**src/rtl/dmem_pkg.sv**
```systemverilog
// rtl/dmem_pkg.sv - shared FSM state type and sizing constants for dmem_responder
package dmem_pkg;

  localparam int WORD_W      = 32;
  localparam int DEPTH_DEF   = 32;
  localparam int LATENCY_DEF = 2;
  localparam int CNT_W       = 4;

  typedef enum logic [1:0] {
    IDLE = 2'd0,
    WAIT = 2'd1,
    RESP = 2'd2
  } state_e;

  function automatic logic even_par(input logic [WORD_W-1:0] w);
    return ^w;
  endfunction

endpackage

```
**src/rtl/dmem_array.sv**
```systemverilog
// rtl/dmem_array.sv - word storage with registered read port
// DMEM_PARITY_EN adds one even-parity bit per word and a par_flip_i fault-injection input.
module dmem_array
  import dmem_pkg::*;
#(
  parameter int  DEPTH = DEPTH_DEF,
  localparam int IDX_W = $clog2(DEPTH)
) (
  input  logic              clk_i,
  input  logic              rst_i,
  input  logic              wr_en_i,
  input  logic              rd_en_i,
  input  logic              rd_clr_i,
  input  logic [IDX_W-1:0]  idx_i,
  input  logic [WORD_W-1:0] wdata_i,
`ifdef DMEM_PARITY_EN
  input  logic              par_flip_i,
`endif
  output logic [WORD_W-1:0] rdata_o,
  output logic              par_err_o
);

`ifdef DMEM_PARITY_EN
  localparam int ENTRY_W = WORD_W + 1;
`else
  localparam int ENTRY_W = WORD_W;
`endif

  logic [ENTRY_W-1:0] mem_q [DEPTH];
  logic [ENTRY_W-1:0] wentry;
  logic [ENTRY_W-1:0] rentry;
  logic [WORD_W-1:0]  rdata_q;
  logic               par_err_q;

`ifdef DMEM_PARITY_EN
  assign wentry = {even_par(wdata_i) ^ par_flip_i, wdata_i};
`else
  assign wentry = wdata_i;
`endif
  assign rentry = mem_q[idx_i];

  // Contents deliberately survive reset.
  always_ff @(posedge clk_i) begin
    if (wr_en_i) begin
      mem_q[idx_i] <= wentry;
    end
  end

  always_ff @(posedge clk_i or posedge rst_i) begin
    if (rst_i) begin
      rdata_q   <= '0;
      par_err_q <= 1'b0;
    end else begin
      par_err_q <= 1'b0;
      if (rd_clr_i) begin
        rdata_q <= '0;
      end else if (rd_en_i) begin
        rdata_q <= rentry[WORD_W-1:0];
`ifdef DMEM_PARITY_EN
        par_err_q <= rentry[WORD_W] != even_par(rentry[WORD_W-1:0]);
`endif
      end
    end
  end

  assign rdata_o   = rdata_q;
  assign par_err_o = par_err_q;

endmodule

```
**src/rtl/dmem_responder.sv**
```systemverilog
// rtl/dmem_responder.sv - fixed-latency data memory responder (FSM, latency counter, range check)
// DMEM_PARITY_EN enables per-word parity checking and the par_flip_i input.
module dmem_responder
  import dmem_pkg::*;
#(
  parameter int DEPTH   = DEPTH_DEF,
  parameter int LATENCY = LATENCY_DEF
) (
  input  logic              clk_i,
  input  logic              rst_i,
  input  logic              req_i,
  input  logic              we_i,
  input  logic [31:0]       addr_i,
  input  logic [WORD_W-1:0] wdata_i,
`ifdef DMEM_PARITY_EN
  input  logic              par_flip_i,
`endif
  output logic              ack_o,
  output logic [WORD_W-1:0] rdata_o,
  output logic              busy_o,
  output logic              err_o
);

  localparam int               IDX_W    = $clog2(DEPTH);
  localparam logic [CNT_W-1:0] CNT_LOAD = CNT_W'(LATENCY - 1);
  localparam logic [31:0]      ADDR_LIM = 32'(DEPTH * 4);

  state_e             state_q, state_d;
  logic [CNT_W-1:0]   cnt_q, cnt_d;
  logic               we_q, we_d;
  logic [31:0]        addr_q, addr_d;
  logic [WORD_W-1:0]  wdata_q, wdata_d;
  logic               err_q, err_d;
`ifdef DMEM_PARITY_EN
  logic               flip_q, flip_d;
  logic               acc_flip;
`endif

  logic               enter_resp;
  logic               acc_we;
  logic [31:0]        acc_addr;
  logic [WORD_W-1:0]  acc_wdata;
  logic               acc_addr_err;
  logic               par_err;

  always_ff @(posedge clk_i or posedge rst_i) begin
    if (rst_i) begin
      state_q <= IDLE;
      cnt_q   <= '0;
      we_q    <= 1'b0;
      addr_q  <= '0;
      wdata_q <= '0;
      err_q   <= 1'b0;
`ifdef DMEM_PARITY_EN
      flip_q  <= 1'b0;
`endif
    end else begin
      state_q <= state_d;
      cnt_q   <= cnt_d;
      we_q    <= we_d;
      addr_q  <= addr_d;
      wdata_q <= wdata_d;
      err_q   <= err_d;
`ifdef DMEM_PARITY_EN
      flip_q  <= flip_d;
`endif
    end
  end

  always_comb begin
    state_d    = state_q;
    cnt_d      = cnt_q;
    we_d       = we_q;
    addr_d     = addr_q;
    wdata_d    = wdata_q;
    enter_resp = 1'b0;
`ifdef DMEM_PARITY_EN
    flip_d     = flip_q;
`endif
    case (state_q)
      IDLE: begin
        if (req_i) begin
          we_d    = we_i;
          addr_d  = addr_i;
          wdata_d = wdata_i;
`ifdef DMEM_PARITY_EN
          flip_d  = par_flip_i;
`endif
          cnt_d   = CNT_LOAD;
          if (LATENCY == 1) begin
            state_d    = RESP;
            enter_resp = 1'b1;
          end else begin
            state_d = WAIT;
          end
        end
      end
      WAIT: begin
        cnt_d = cnt_q - CNT_W'(1);
        if (cnt_q == CNT_W'(1)) begin
          state_d    = RESP;
          enter_resp = 1'b1;
        end
      end
      RESP: begin
        state_d = IDLE;
      end
      default: begin
        state_d = IDLE;
      end
    endcase
  end

  // With LATENCY=1 the array is accessed on the capture edge, so IDLE uses the live inputs.
  assign acc_we    = (state_q == IDLE) ? we_i    : we_q;
  assign acc_addr  = (state_q == IDLE) ? addr_i  : addr_q;
  assign acc_wdata = (state_q == IDLE) ? wdata_i : wdata_q;
`ifdef DMEM_PARITY_EN
  assign acc_flip  = (state_q == IDLE) ? par_flip_i : flip_q;
`endif

  assign acc_addr_err = (acc_addr[1:0] != 2'b00) || (acc_addr >= ADDR_LIM);
  assign err_d        = enter_resp & acc_addr_err;

  dmem_array #(
    .DEPTH(DEPTH)
  ) u_array (
    .clk_i     (clk_i),
    .rst_i     (rst_i),
    .wr_en_i   (enter_resp & acc_we & ~acc_addr_err),
    .rd_en_i   (enter_resp & ~acc_we & ~acc_addr_err),
    .rd_clr_i  (enter_resp & acc_addr_err),
    .idx_i     (acc_addr[IDX_W+1:2]),
    .wdata_i   (acc_wdata),
`ifdef DMEM_PARITY_EN
    .par_flip_i(acc_flip),
`endif
    .rdata_o   (rdata_o),
    .par_err_o (par_err)
  );

  assign ack_o  = (state_q == RESP);
  assign busy_o = (state_q != IDLE);
  assign err_o  = ack_o & (err_q | par_err);

endmodule

```
**config.mk**
```make
export PLATFORM = sky130hd
export DESIGN_NAME = dmem_responder
export DESIGN_NICKNAME = d
export VERILOG_FILES = /design/src/rtl/dmem_pkg.sv /design/src/rtl/dmem_array.sv /design/src/rtl/dmem_responder.sv
export SDC_FILE = /design/constraint.sdc
export NUM_CORES = 1
export LEC_CHECK = 0
export BUFFER_PORTS_ARGS = -buffer_cell sky130_fd_sc_hd__buf_2
export CORE_MARGIN = 10
export CORE_UTILIZATION = 55
export DETAILED_ROUTE_END_ITERATION = 10
export GPL_ROUTABILITY_DRIVEN = 1
export PLACE_DENSITY = 0.71
export SYNTH_ARGS = -nofsm -noshare
export SYNTH_HDL_FRONTEND = slang
export SYNTH_HIERARCHICAL = 1
export SYNTH_SLANG_ARGS = --single-unit
```
**constraint.sdc**
```tcl
create_clock -name clk_i -period 6.65 [get_ports clk_i]
set_clock_uncertainty 0.2 [all_clocks]
set_input_delay 0.665 -clock clk_i [delete_from_list [all_inputs] [get_ports clk_i]]
set_output_delay 0.665 -clock clk_i [all_outputs]
set_load 0.05 [all_outputs]
```
After elaboration in Yosys (flattened, before gate mapping)

Memory sizes are Yosys's and may differ from the RTL's.
Cells that the tools add are included.

Flip-flop bits (word level): 104
Memory bits (writable): 1024
Input bits: 68
Output and inout port bits: 35
Word-level logic and storage cells: 46
Memories kept: 1

Memories:

| memory        | depth | bits a word | rd ports | clocked after memory_dff | wr ports | line             | source |
|---|---|---|---|---|---|---|---|
| u_array.mem_q | 32    | 32          | 1        | 0                        | 1        | dmem_array.sv:29 | `logic [ENTRY_W-1:0] mem_q [DEPTH];` |

$add $sub $neg: 1
Order comparisons: 1
Eq/ne operators: 5
Muxes and demuxes: 14
Bitwise gates (word level): 8
Reductions and logical operators: 9

Operators by type and width:

| operator                                                               | count |
|---|---|
| 32-bit 2-to-1 mux                                                      | 4 |
| 32-bit by 8-bit >= comparator with 1-bit output, second input constant | 1 |
| 4-bit one-hot mux with 2 select lines                                  | 1 |
| 2-bit nonzero test                                                     | 4 |
| 1-bit AND                                                              | 6 |
| 2-bit AND reduction                                                    | 3 |
| 1-bit 2-to-1 mux                                                       | 5 |
| 4-bit by 1-bit == test with 1-bit output, second input constant        | 1 |
| 2-bit 2-to-1 mux                                                       | 2 |
| 4-bit 2-to-1 mux                                                       | 1 |
| 2-bit != test, second input constant                                   | 2 |
| 2-bit one-hot mux with 2 select lines                                  | 1 |
| 4-bit by 1-bit subtractor with 4-bit output, second input constant     | 1 |
| 2-bit by 1-bit == test with 1-bit output, second input constant        | 1 |
| 2-bit == test, second input constant                                   | 1 |
| 2-bit zero test                                                        | 1 |
| 1-bit inverter                                                         | 2 |
| 1-bit logical OR                                                       | 1 |

Longest topological paths before layout

Gate-level depths: netlist of run 1.

Word-level depth: 8
Depth in mapped cells: 11

By module

Netlist of run 1, hierarchy kept.

Modules (own cells, without submodules):

| module         | instances | cells an instance | area each (um^2) | sequential area each (um^2) |
|---|---|---|---|---|
| dmem_array     | 1         | 2152              | 40166.0          | 31550.3 |
| dmem_responder | 1         | 367               | 3340.7           | 1801.7 |

Worst setup path before layout of run 1

Ideal clock, no wire load.

Kind: reg2reg
Start point: register state_q[0]
End point: memory u_array/mem_q[24][0] in the netlist's numbering, enable pin
Setup time: 461 ps
Arrival: 4307 ps
Required time: 5989 ps
Slack: 1682 ps
Cell stages (with the launch flop): 10
Cell sequence: dfrtp_1 -> nor2_4 -> buf_6 -> mux2_2 -> buf_2 -> buf_2 -> buf_4 -> or3b_2 -> clkbuf_1 -> nor3_1

Word-level cells in the longest chain between the ends: 8

Ends and longest elaborated chain:

| element                                         | line                  | source |
|---|---|---|
| from (decl)                                     | dmem_responder.sv:28  | `state_e state_q, state_d;` |
| from (signal assigned)                          | dmem_responder.sv:58  | `state_q <= state_d;` |
| 2-bit zero test *                               | dmem_responder.sv:116 | `assign acc_addr = (state_q == IDLE) ? addr_i : addr_q;` |
| 32-bit 2-to-1 mux *                             | dmem_responder.sv:116 |  |
| net acc_addr[3]                                 | dmem_responder.sv:41  | `logic [31:0] acc_addr;` |
| 32-bit by 8-bit >= comparator with 1-bit output | dmem_responder.sv:122 | `assign acc_addr_err = (acc_addr[1:0] != 2'b00) \|\| (acc_addr >= ADDR_LIM);` |
| 1-bit logical OR                                | dmem_responder.sv:122 |  |
| 1-bit inverter                                  | dmem_responder.sv:130 | `.wr_en_i (enter_resp & acc_we & ~acc_addr_err),` |
| 1-bit AND                                       | dmem_responder.sv:130 |  |
| 1-bit 2-to-1 mux                                | dmem_array.sv:44      | `if (wr_en_i) begin` |
| 1-bit 2-to-1 mux (not written as such)          | dmem_array.sv:45      | `mem_q[idx_i] <= wentry;` |
| to (decl)                                       | dmem_array.sv:29      |  |

The timed path passes the listed nets; every way through them passes the cells marked *.

Worst setup path in the final report of run 1

Start point: register state_q[0]
End point: register u_array.rdata_q[28], in the netlist u_array/rdata_o[28]

Word-level cells in the longest chain between the ends: 7

Ends and longest elaborated chain:

| element                                         | line                  | source |
|---|---|---|
| 2-bit zero test *                               | dmem_responder.sv:116 |  |
| 32-bit 2-to-1 mux *                             | dmem_responder.sv:116 |  |
| net acc_addr[6]                                 | dmem_responder.sv:41  |  |
| 32-bit by 8-bit >= comparator with 1-bit output | dmem_responder.sv:122 |  |
| 1-bit logical OR                                | dmem_responder.sv:122 |  |
| 1-bit inverter                                  | dmem_responder.sv:131 | `.rd_en_i (enter_resp & ~acc_we & ~acc_addr_err),` |
| 1-bit AND                                       | dmem_responder.sv:131 |  |
| 2-bit nonzero test (no line)                    | --                    |  |
| to (signal assigned)                            | dmem_array.sv:58      | `rdata_q <= rentry[WORD_W-1:0];` |
| to (decl)                                       | dmem_array.sv:32      | `logic [WORD_W-1:0] rdata_q;` |

The timed path passes the listed nets; every way through them passes the cells marked *. The select of a mux whose other input is x is not followed.
A chain may end at the register's enable or synchronous reset.

==> flow_summary.ini, run 1 <==
[run_status]
status = complete, no violations

[setup_path]
worstPathMaxFanout = 27
cp_data_required_time_ns = 6.94
crit_type = reg2reg
cp-start-kind = flip-flop
crit_arrival_ns = 5.15
rr_worst_depth = 8
endpoint_kind = flip-flop
r2r_slack_ns = 1.79

[route]
dr.pass1.iters = 6
drc = 0
ant_nets = 0
routed_wl_mm = 108
drt-initial-drc-count = 2611
viasPerCell = 6.32
avgRoutedWirePerCell_um = 28.4
vias = 24000

[sta]
tightest_slew_ns = 1.41
slew_viol_final = 0
setup_tns_ns = 0
timing.hold.ws_ns = 0.0179
max_slew_margin_pct = 5.71
final_hold_viol_count = 0
min_period_ns = 4.86
fmax_mhz = 206
finalSetupViolCount = 0
period_share_pct = 73.0
layout_setup_ws_ns = 1.79
rsz0062_at_grt = false

[global_route]
grt_start_max_net_pins = 114
antenna_found_initial = 2
grt_pass1_vias = 23700
gr-total-overflow = 0
grt_first_pass_wirelength_mm = 157
grt.total_usage_pct = 23.4

[cts]
cts_max_level = 3
clk_pin_slew_ns = 0.06
clock_latency_ns = 0.67
cts-buffers-inserted = 110
cts.sinks = 1128
root_buffer = clkbuf_16
ctsResizeCount = 0
cts_tree = done
cts_buffer_depth = 3

[yosys]
synth_nets = 2589
synth_compound_area_share_pct = 4.42
synth_cell_types = 40
synth_area_per_cell_um2 = 17.3
synthFlopType = edfxtp_1
ys_seq_area_share_pct = 76.7
synthCells = 2519
muxShareOfSynthArea_pct = 12.8
async_flop_share_pct = 9.22
ys_ff_latch = 1128
synth_area_leader_cell = edfxtp_1
synth_edf_count = 1024
synth_top_family_by_area = multiplexers
synthAdderAreaFrac_pct = 0.0575
syn-cell-area_um2 = 43500
synthDominantCellAreaShare_pct = 70.7
synthSimpleGateAreaFrac_pct = 4.14
ys_top_cells_by_area = edfxtp_1, mux2i_1, dfrtp_1
ys_warn_count = 6
synthXorXnorAreaFrac_pct = 0

[placed_design]
gp_congestion = 0.886
port-buffer-count = 102
placedInstanceArea_um2 = 45000
placed_cells = 3544
place_ws_ns = 1.84
place_hpwl_mm = 61.7

[floorplan]
start_util_pct = 55.3
design.die.area_um2 = 90800
core_area_um2 = 78700
placementRows = 103
dieWidth_um = 301
pin_count = 103
die_h_um = 301

[final_layout]
multi_input_area_um2 = 9600
layout_commonest_cell = edfxtp_1
nNetsFinal = 2716
seqCellArea_um2 = 33400
nFillCells = 5433
syn2layout_area_growth_pct = 12.4
design_area_um2 = 48900
mostFrequentLayoutCells = edfxtp_1, mux2i_1, o22ai_1, nand2_1, clkbuf_16
drive_above_1_share_pct = 13.6
layout.cells.non_filler = 3788

[power_and_ir_drop]
p_leak_nw = 17.1
power.density_nw_per_um2 = 449
ir_drop_uv = 435

[worst_hold_path]
hp-class = in2reg
hold_path_depth = 3

[run]
max_cap_viol_count = 0
## state kept, by name, summed over array words and instances, names as in the netlist
name,count
u_array/rdata_o,32
addr_q,32
cnt_q,4
err_q,1
state_q,2
u_array/mem_q,1024
we_q,1
wdata_q,32
## through the flow
| stage | utilization, % | total power [mW] |
|---|---|---|
| 2_1_floorplan | - | 13.9 |
| 3_3_place_gp | 57.2 | 15.9 |
| 3_5_place_dp | 57.2 | 16.1 |
| 4_1_cts | 62.1 | 22.0 |
| 5_1_grt | 62.1 | 22.7 |
| 6_report | 62.1 | 22.0 |
## report_power, final
part / total, mW / switching [mW] / internal (mW)
Combinational: 6.66 / 4.65 / 2.01
Sequential: 9.36 / 0.175 / 9.19
Clock: 5.93 / 2.54 / 3.39
## critical path, stage by stage, from the launching register on
cell,delay (ns)
dfrtp_1,0.45
nor2_4,0.40
buf_4,0.43
mux2_2,0.57
nand4b_1,0.96
buf_4,0.43
o22ai_1,0.15
nor4_1,0.86
a311oi_1,0.20
## final timing paths
path,from,end
min,wdata_i[0],wdata_q[0]$_DFFE_PP0P_
min in group asynchronous,rst_i,u_array/rdata_o[12]$_DFFE_PP0P_
max reg2reg,state_q[0]$_DFFE_PP0P_,u_array/rdata_o[28]$_DFFE_PP0P_
max,state_q[0]$_DFFE_PP0P_,u_array/rdata_o[28]$_DFFE_PP0P_
min reg2reg,wdata_q[22]$_DFFE_PP0P_,wdata_q[22]$_DFFE_PP0P_
max in group asynchronous,rst_i,u_array/rdata_o[27]$_DFFE_PP0P_
## timing repair
action | 4_1_cts | 5_1_grt
endpoints found under the hold margin | 39 | 0
hold buffers | 39 | 0
setup endpoints to repair | 0 | 0
setup buffers | 0 | 0
## cells by family (layout without fill, tap and decap cells)
logic type,count (synthesis),count (layout)
compound gates,295,295
fa+ha+maj,2,2
buf+inv,161,379
flops,1128,1128
mux,550,550
other cells,1,2
simple gates,382,382
## synthesized netlist by cell type, types with 2 or more instances
cell / number
a311oi_1: 32
buf_1: 4
buf_2: 75
buf_4: 10
buf_6: 15
clkbuf_1: 51
dfrtp_1: 104
edfxtp_1: 1024
ha_1: 2
inv_1: 6
mux2_2: 37
mux2i_1: 513
nand2_1: 200
nand3_1: 5
nand3b_1: 4
nand4_1: 4
nand4b_1: 4
nand4bb_1: 6
nor2_1: 62
nor3_1: 7
nor4_1: 72
o21ai_0: 3
o22ai_1: 256
or3b_2: 3
or4_1: 2
or4b_1: 4
## per-layer routing
metal | wire length, um | GRT usage, %
met1 | 41600 | 31.0
met2 | 53200 | 38.8
met3 | 9270 | 4.32
met4 | 3450 | 7.82
met5 | 0 | 0
## layout make-up
| class | count | share of cell area [%] |
|---|---|---|
| Antenna cell | 1 | 0.00512 |
| Clock buffer | 149 | 6.16 |
| Clock inverter | 54 | 0.883 |
| Timing Repair Buffer | 170 | 2.39 |
| Sequential cell | 1128 | 68.2 |
| Inverter | 6 | 0.0486 |
| Tap cell | 1050 | 2.69 |
| Multi-Input combinational cell | 1230 | 19.6 |
(Power assumes the default switching activity.)
==> run 2, diff against run 1 <==
--- a/config.mk
+++ b/config.mk
@@ -10,7 +10,7 @@
 export CORE_UTILIZATION = 55
 export DETAILED_ROUTE_END_ITERATION = 10
 export GPL_ROUTABILITY_DRIVEN = 1
-export PLACE_DENSITY = 0.71
+export PLACE_DENSITY = 0.74
 export SYNTH_ARGS = -nofsm -noshare
 export SYNTH_HDL_FRONTEND = slang
 export SYNTH_HIERARCHICAL = 1
==> constraint.sdc (replaced) <==
create_clock -name clk_i -period 4.4 [get_ports clk_i]
set_clock_uncertainty 0.2 [all_clocks]
set_input_delay 0.44 -clock clk_i [delete_from_list [all_inputs] [get_ports clk_i]]
set_output_delay 0.44 -clock clk_i [all_outputs]
set_load 0.05 [all_outputs]
==> flow_summary.ini, run 2 (same netlist as run 1, synthesis figures left out) <==
[cts]
clk_pin_slew_ns = 0.06
cts_max_level = 3
cts_tree = done
cts.hold.buffers_added = 66
root_buffer = clkbuf_16
cts.sinks = 1128
clock_latency_ns = 0.68
cts-buffers-inserted = 107
cts_buffer_depth = 3
cts_setup_buffers = 0
ctsResizeCount = 0

[power_and_ir_drop]
pwr-share-comb_pct = 29.7
power.share.clock_pct = 27.3
p_int_mw = 22.2
power.density_nw_per_um2 = 658
seq_power_share_pct = 43.0
sw_frac_of_total_pct = 32.5
p_leak_nw = 17.7
power.switching_mw = 10.7
ir_drop_uv = 448

[sta]
period_share_pct = 85.6
timing.hold.ws_ns = 0.275
min_period_ns = 3.77
fmax_mhz = 266
setup_tns_ns = 0
slew_viol_final = 0
tightest_slew_ns = 1.31
layout_setup_ws_ns = 0.634
max_slew_margin_pct = 12.2
finalSetupViolCount = 0
final_hold_viol_count = 0
rsz0062_at_grt = false

[floorplan]
dieWidth_um = 301
start_util_pct = 55.3
die_h_um = 301
placementRows = 103
design.die.area_um2 = 90800
core_area_um2 = 78700
pin_count = 103

[route]
avgRoutedWirePerCell_um = 28.2
routed_wl_mm = 110
vias = 24500
drt-initial-drc-count = 3010
ant_nets = 0
drc = 0
viasPerCell = 6.30
dr.pass1.iters = 5

[setup_path]
worstPathMaxFanout = 24
endpoint_kind = flip-flop
rr_startpoint = state_q[0]$_DFFE_PP0P_
r2r-end = u_array/rdata_o[4]$_DFFE_PP0P_
r2r_slack_ns = 0.63
crit_type = reg2reg
cp-start-kind = flip-flop
cp_data_required_time_ns = 4.71
crit_arrival_ns = 4.08
rr_worst_depth = 7

[global_route]
grt_start_max_net_pins = 87
grt_first_pass_wirelength_mm = 161
grt_pass1_vias = 24500
antenna_found_initial = 3
gr-total-overflow = 0
grt.total_usage_pct = 23.9

[final_layout]
syn2layout_area_growth_pct = 15.0
largest_reg_flops = 1024
layout_commonest_cell = edfxtp_1
design_area_um2 = 50000
nNetsFinal = 2818
drive_above_1_share_pct = 16.0
mostFrequentLayoutCells = edfxtp_1, mux2i_1, o22ai_1, nand2_1, clkbuf_16
regMostFlops = u_array/mem_q
nFillCells = 5264
utilization_pct = 63.5

[run_status]
status = complete, no violations

[worst_hold_path]
hold_path_depth = 2
hold_start = wdata_q[18]$_DFFE_PP0P_
hp-class = reg2reg
holdPathEnd = wdata_q[18]$_DFFE_PP0P_

[placed_design]
place_ws_ns = 0.778
placedInstanceArea_um2 = 45900
place_hpwl_mm = 64.0
port-buffer-count = 102
gp_congestion = 0.876

[run]
max_cap_viol_count = 0
## run 2: cell types whose count changed in the layout (fill, tap and decap cells not counted), sizes merged
| cell | before | now |
|---|---|---|
| buf | 131 | 209 |
| bufinv | 6 | 8 |
| clkbuf | 149 | 143 |
| clkinv | 41 | 44 |
| clkinvlp | 5 | 0 |
| diode | 1 | 2 |
| dlygate4sd3 | 39 | 66 |
| inv | 8 | 9 |
## run 2: power by group through the flow
stage          combinational [mW]  sequential, mW  clock [mW]
2_1_floorplan                6.60            14.4           0
3_3_place_gp                 9.37            14.3           0
3_5_place_dp                 9.64            14.4           0
4_1_cts                      9.73            14.1        9.05
5_1_grt                      10.4            14.2        9.52
6_report                     9.78            14.2        9.00
## run 2: cell type report
cell class              count  area (um2)  share of cell area [%]
flip-flops and latches   1128       33400                    66.7
multi-input cells        1230        9620                    19.2
clock buffers             143        2950                    5.89
repair buffers            275        2260                    4.52
well taps                1050        1310                    2.63
clock inverters            55         490                   0.981
inverters                   6        23.8                  0.0475
diodes                      2        5.00                  0.0100
## run 2: metal layers
layer  up-vias  share of wire, %  global-route usage, %
met2      1355                49                   38.7
met5         -                 0                      0
li1      10400                 -                      -
met3       228               9.7                   4.14
met1     12500                38                   32.6
met4         0               3.4                   8.64
## run 2: how the worst max path moves through the flow
stage	startpoint	to
after global placement	state_q[0]$_DFFE_PP0P_	u_array/rdata_o[4]$_DFFE_PP0P_
after global routing	state_q[0]$_DFFE_PP0P_	u_array/rdata_o[4]$_DFFE_PP0P_
after floorplan	state_q[0]$_DFFE_PP0P_	u_array/mem_q[28][0]$_DFFE_PP_
after detailed placement	addr_i[0]	u_array/mem_q[16][16]$_DFFE_PP_
final	state_q[0]$_DFFE_PP0P_	u_array/rdata_o[4]$_DFFE_PP0P_
after CTS	state_q[0]$_DFFE_PP0P_	u_array/rdata_o[0]$_DFFE_PP0P_
## run 2: stage by stage
step,instances,total power [mW]
floorplan,2519,21.0
global placement,3623,23.7
detailed placement,3623,24.0
CTS,3887,32.9
global route,3889,34.1
finish,3889,32.9
## run 2: critical path: stages (launching register included)
cell	delay (ns)
dfrtp_1	0.43
nor2_4	0.35
mux2_2	0.55
or4b_2	0.67
buf_4	0.33
o22ai_1	0.11
nor4_1	0.77
a311oi_1	0.19
==> run 3, diff against run 2 <==
--- a/config.mk
+++ b/config.mk
@@ -6,8 +6,9 @@
 export NUM_CORES = 1
 export LEC_CHECK = 0
 export BUFFER_PORTS_ARGS = -buffer_cell sky130_fd_sc_hd__buf_2
-export CORE_MARGIN = 10
+export CORE_MARGIN = 1.5
 export CORE_UTILIZATION = 55
+export CTS_CLUSTER_DIAMETER = 60
 export DETAILED_ROUTE_END_ITERATION = 10
 export GPL_ROUTABILITY_DRIVEN = 1
 export PLACE_DENSITY = 0.74
==> flow_summary.ini, run 3 (same netlist as run 1, synthesis figures left out) <==
[route]
viasPerCell = 6.39
routed_wl_mm = 109
dr.pass1.iters = 6
drc = 0
ant_nets = 0
avgRoutedWirePerCell_um = 28.1
drt-initial-drc-count = 2826
vias = 24800

[run_status]
status = complete, no violations

[sta]
fmax_mhz = 239
min_period_ns = 4.18
period_share_pct = 94.9
final_hold_viol_count = 0
slew_viol_final = 0
timing.hold.ws_ns = 0.271
max_slew_margin_pct = 1.50
rsz0062_at_grt = false
finalSetupViolCount = 0
layout_setup_ws_ns = 0.224
tightest_slew_ns = 1.47
setup_tns_ns = 0

[final_layout]
layout_commonest_cell = edfxtp_1
nNetsFinal = 2830
mostFrequentLayoutCells = edfxtp_1, mux2i_1, o22ai_1, nand2_1, clkbuf_16
nFillCells = 5250
diodes = 0
regMostFlops = u_array/mem_q
drive_above_1_share_pct = 16.3
syn2layout_area_growth_pct = 15.1
largest_reg_flops = 1024
layout.cells.non_filler = 3888

[placed_design]
place_ws_ns = 0.376
placed_cells = 3625
port-buffer-count = 102
gp_congestion = 0.848
place_hpwl_mm = 63.9

[global_route]
grt.total_usage_pct = 26.9
antenna_found_initial = 0
grt_first_pass_wirelength_mm = 159
gr-total-overflow = 0
grt_start_max_net_pins = 70
grt_pass1_vias = 24600

[cts]
clock_latency_ns = 0.67
cts_tree = done
cts_max_level = 3
cts-buffers-inserted = 107
clk_pin_slew_ns = 0.07
cts.sinks = 1128
cts_buffer_depth = 3
ctsResizeCount = 0
root_buffer = clkbuf_16

[power_and_ir_drop]
power.switching_mw = 11.1
p_int_mw = 22.4
seq_power_share_pct = 42.4
sw_frac_of_total_pct = 33.1
power.share.clock_pct = 26.7
p_leak_nw = 17.8
ir_drop_uv = 543
power.density_nw_per_um2 = 667
pwr-share-comb_pct = 30.9

[setup_path]
cp.buffers_inverters = 2
rr_startpoint = state_q[0]$_DFFE_PP0P_
worstPathMaxFanout = 59
cp-start-kind = flip-flop
cp_cell_sequence = nor2_4 -> buf_4 -> mux2_8 -> buf_4 -> mux2i_1 -> o22ai_1 -> nor4_1 -> a311oi_1
cp_data_required_time_ns = 4.66
crit_path_frequent_cell = buf_4
r2r_slack_ns = 0.22
max_stage_delay_ns = 1.06
crit_slowest_cell = nor4_1
crit_type = reg2reg
endpoint_kind = flip-flop
critPathLaunch = state_q[0]$_DFFE_PP0P_
crit_arrival_ns = 4.44
rr_worst_depth = 8
cp_top_family = simple AND/OR/NAND/NOR gates
r2r-end = u_array/rdata_o[16]$_DFFE_PP0P_

[worst_hold_path]
holdPathEnd = wdata_q[13]$_DFFE_PP0P_
hp-class = reg2reg
hold_start = wdata_q[13]$_DFFE_PP0P_
hold_path_depth = 2

[floorplan]
start_util_pct = 55.9
die_h_um = 284
core_area_um2 = 77800
design.die.area_um2 = 80800
dieWidth_um = 284
pin_count = 103
placementRows = 102

[run]
max_cap_viol_count = 0
run 3: cell types whose count changed in the layout (fill, tap and decap cells not counted), moves of 3 or more:
cell        change
bufinv_16       -4
buf_4          +11
clkinv_1        -5
clkinvlp_4      +6
clkinv_2        -5
clkbuf_1        +4
inv_4           +3
clkbuf_16       +5
run 3: through the flow:
step           utilization, %  power, mW  instance area [um2]
2_1_floorplan               -       21.0                43500
3_3_place_gp             59.1       24.2                46000
3_5_place_dp             59.1       24.5                46000
4_1_cts                  64.3       33.4                50100
5_1_grt                  64.3       34.5                50100
6_report                 64.3       33.4                50100
run 3: worst register-to-register path: stages (launching register included):
cell and delay [ns]:
dfrtp_1 0.43, nor2_4 0.21, buf_4 0.32, mux2_8 0.68, buf_4 0.48, mux2i_1 0.26
o22ai_1 0.11, nor4_1 1.06, a311oi_1 0.24
run 3: layer usage:
layer | GRT usage, % | wire [um]
met5 | 0 | 0
met4 | 8.40 | 3330
met3 | 4.89 | 10600
met2 | 44.0 | 53000
met1 | 37.0 | 42400
run 3: worst max path at each step:
stage,end,slack (ns),depth (start not counted)
after CTS,u_array/rdata_o[5]$_DFFE_PP0P_,0.38,9
after global placement,u_array/rdata_o[16]$_DFFE_PP0P_,0.46,8
after global routing,u_array/rdata_o[5]$_DFFE_PP0P_,0.27,9
final,u_array/rdata_o[16]$_DFFE_PP0P_,0.22,8
after floorplan,u_array/mem_q[28][0]$_DFFE_PP_,0.29,9
after detailed placement,u_array/rdata_o[5]$_DFFE_PP0P_,0.38,9
run 3: area by class of cell:
type | count | area [um2] | area share [%]
clock buffer | 153 | 3100 | 6.19
clock inverter | 44 | 325 | 0.649
inverter | 6 | 23.8 | 0.0475
multi-input combinational | 1230 | 9620 | 19.2
sequential | 1128 | 33400 | 66.6
tap | 1040 | 1300 | 2.60
timing repair buffer | 287 | 2360 | 4.72
run 3: repair_timing:
action | CTS | global route
hold buffers | 66 | 0
setup buffers | 0 | 0
hold endpoints to repair | 138 | 0
run 3: power groups by stage:
stage	clock, mW	combinational [mW]	sequential (mW)
floorplan	0	6.60	14.4
global placement	0	9.88	14.3
detailed placement	0	10.2	14.4
CTS	8.98	10.3	14.1
global route	9.41	10.9	14.2
finish	8.92	10.3	14.2
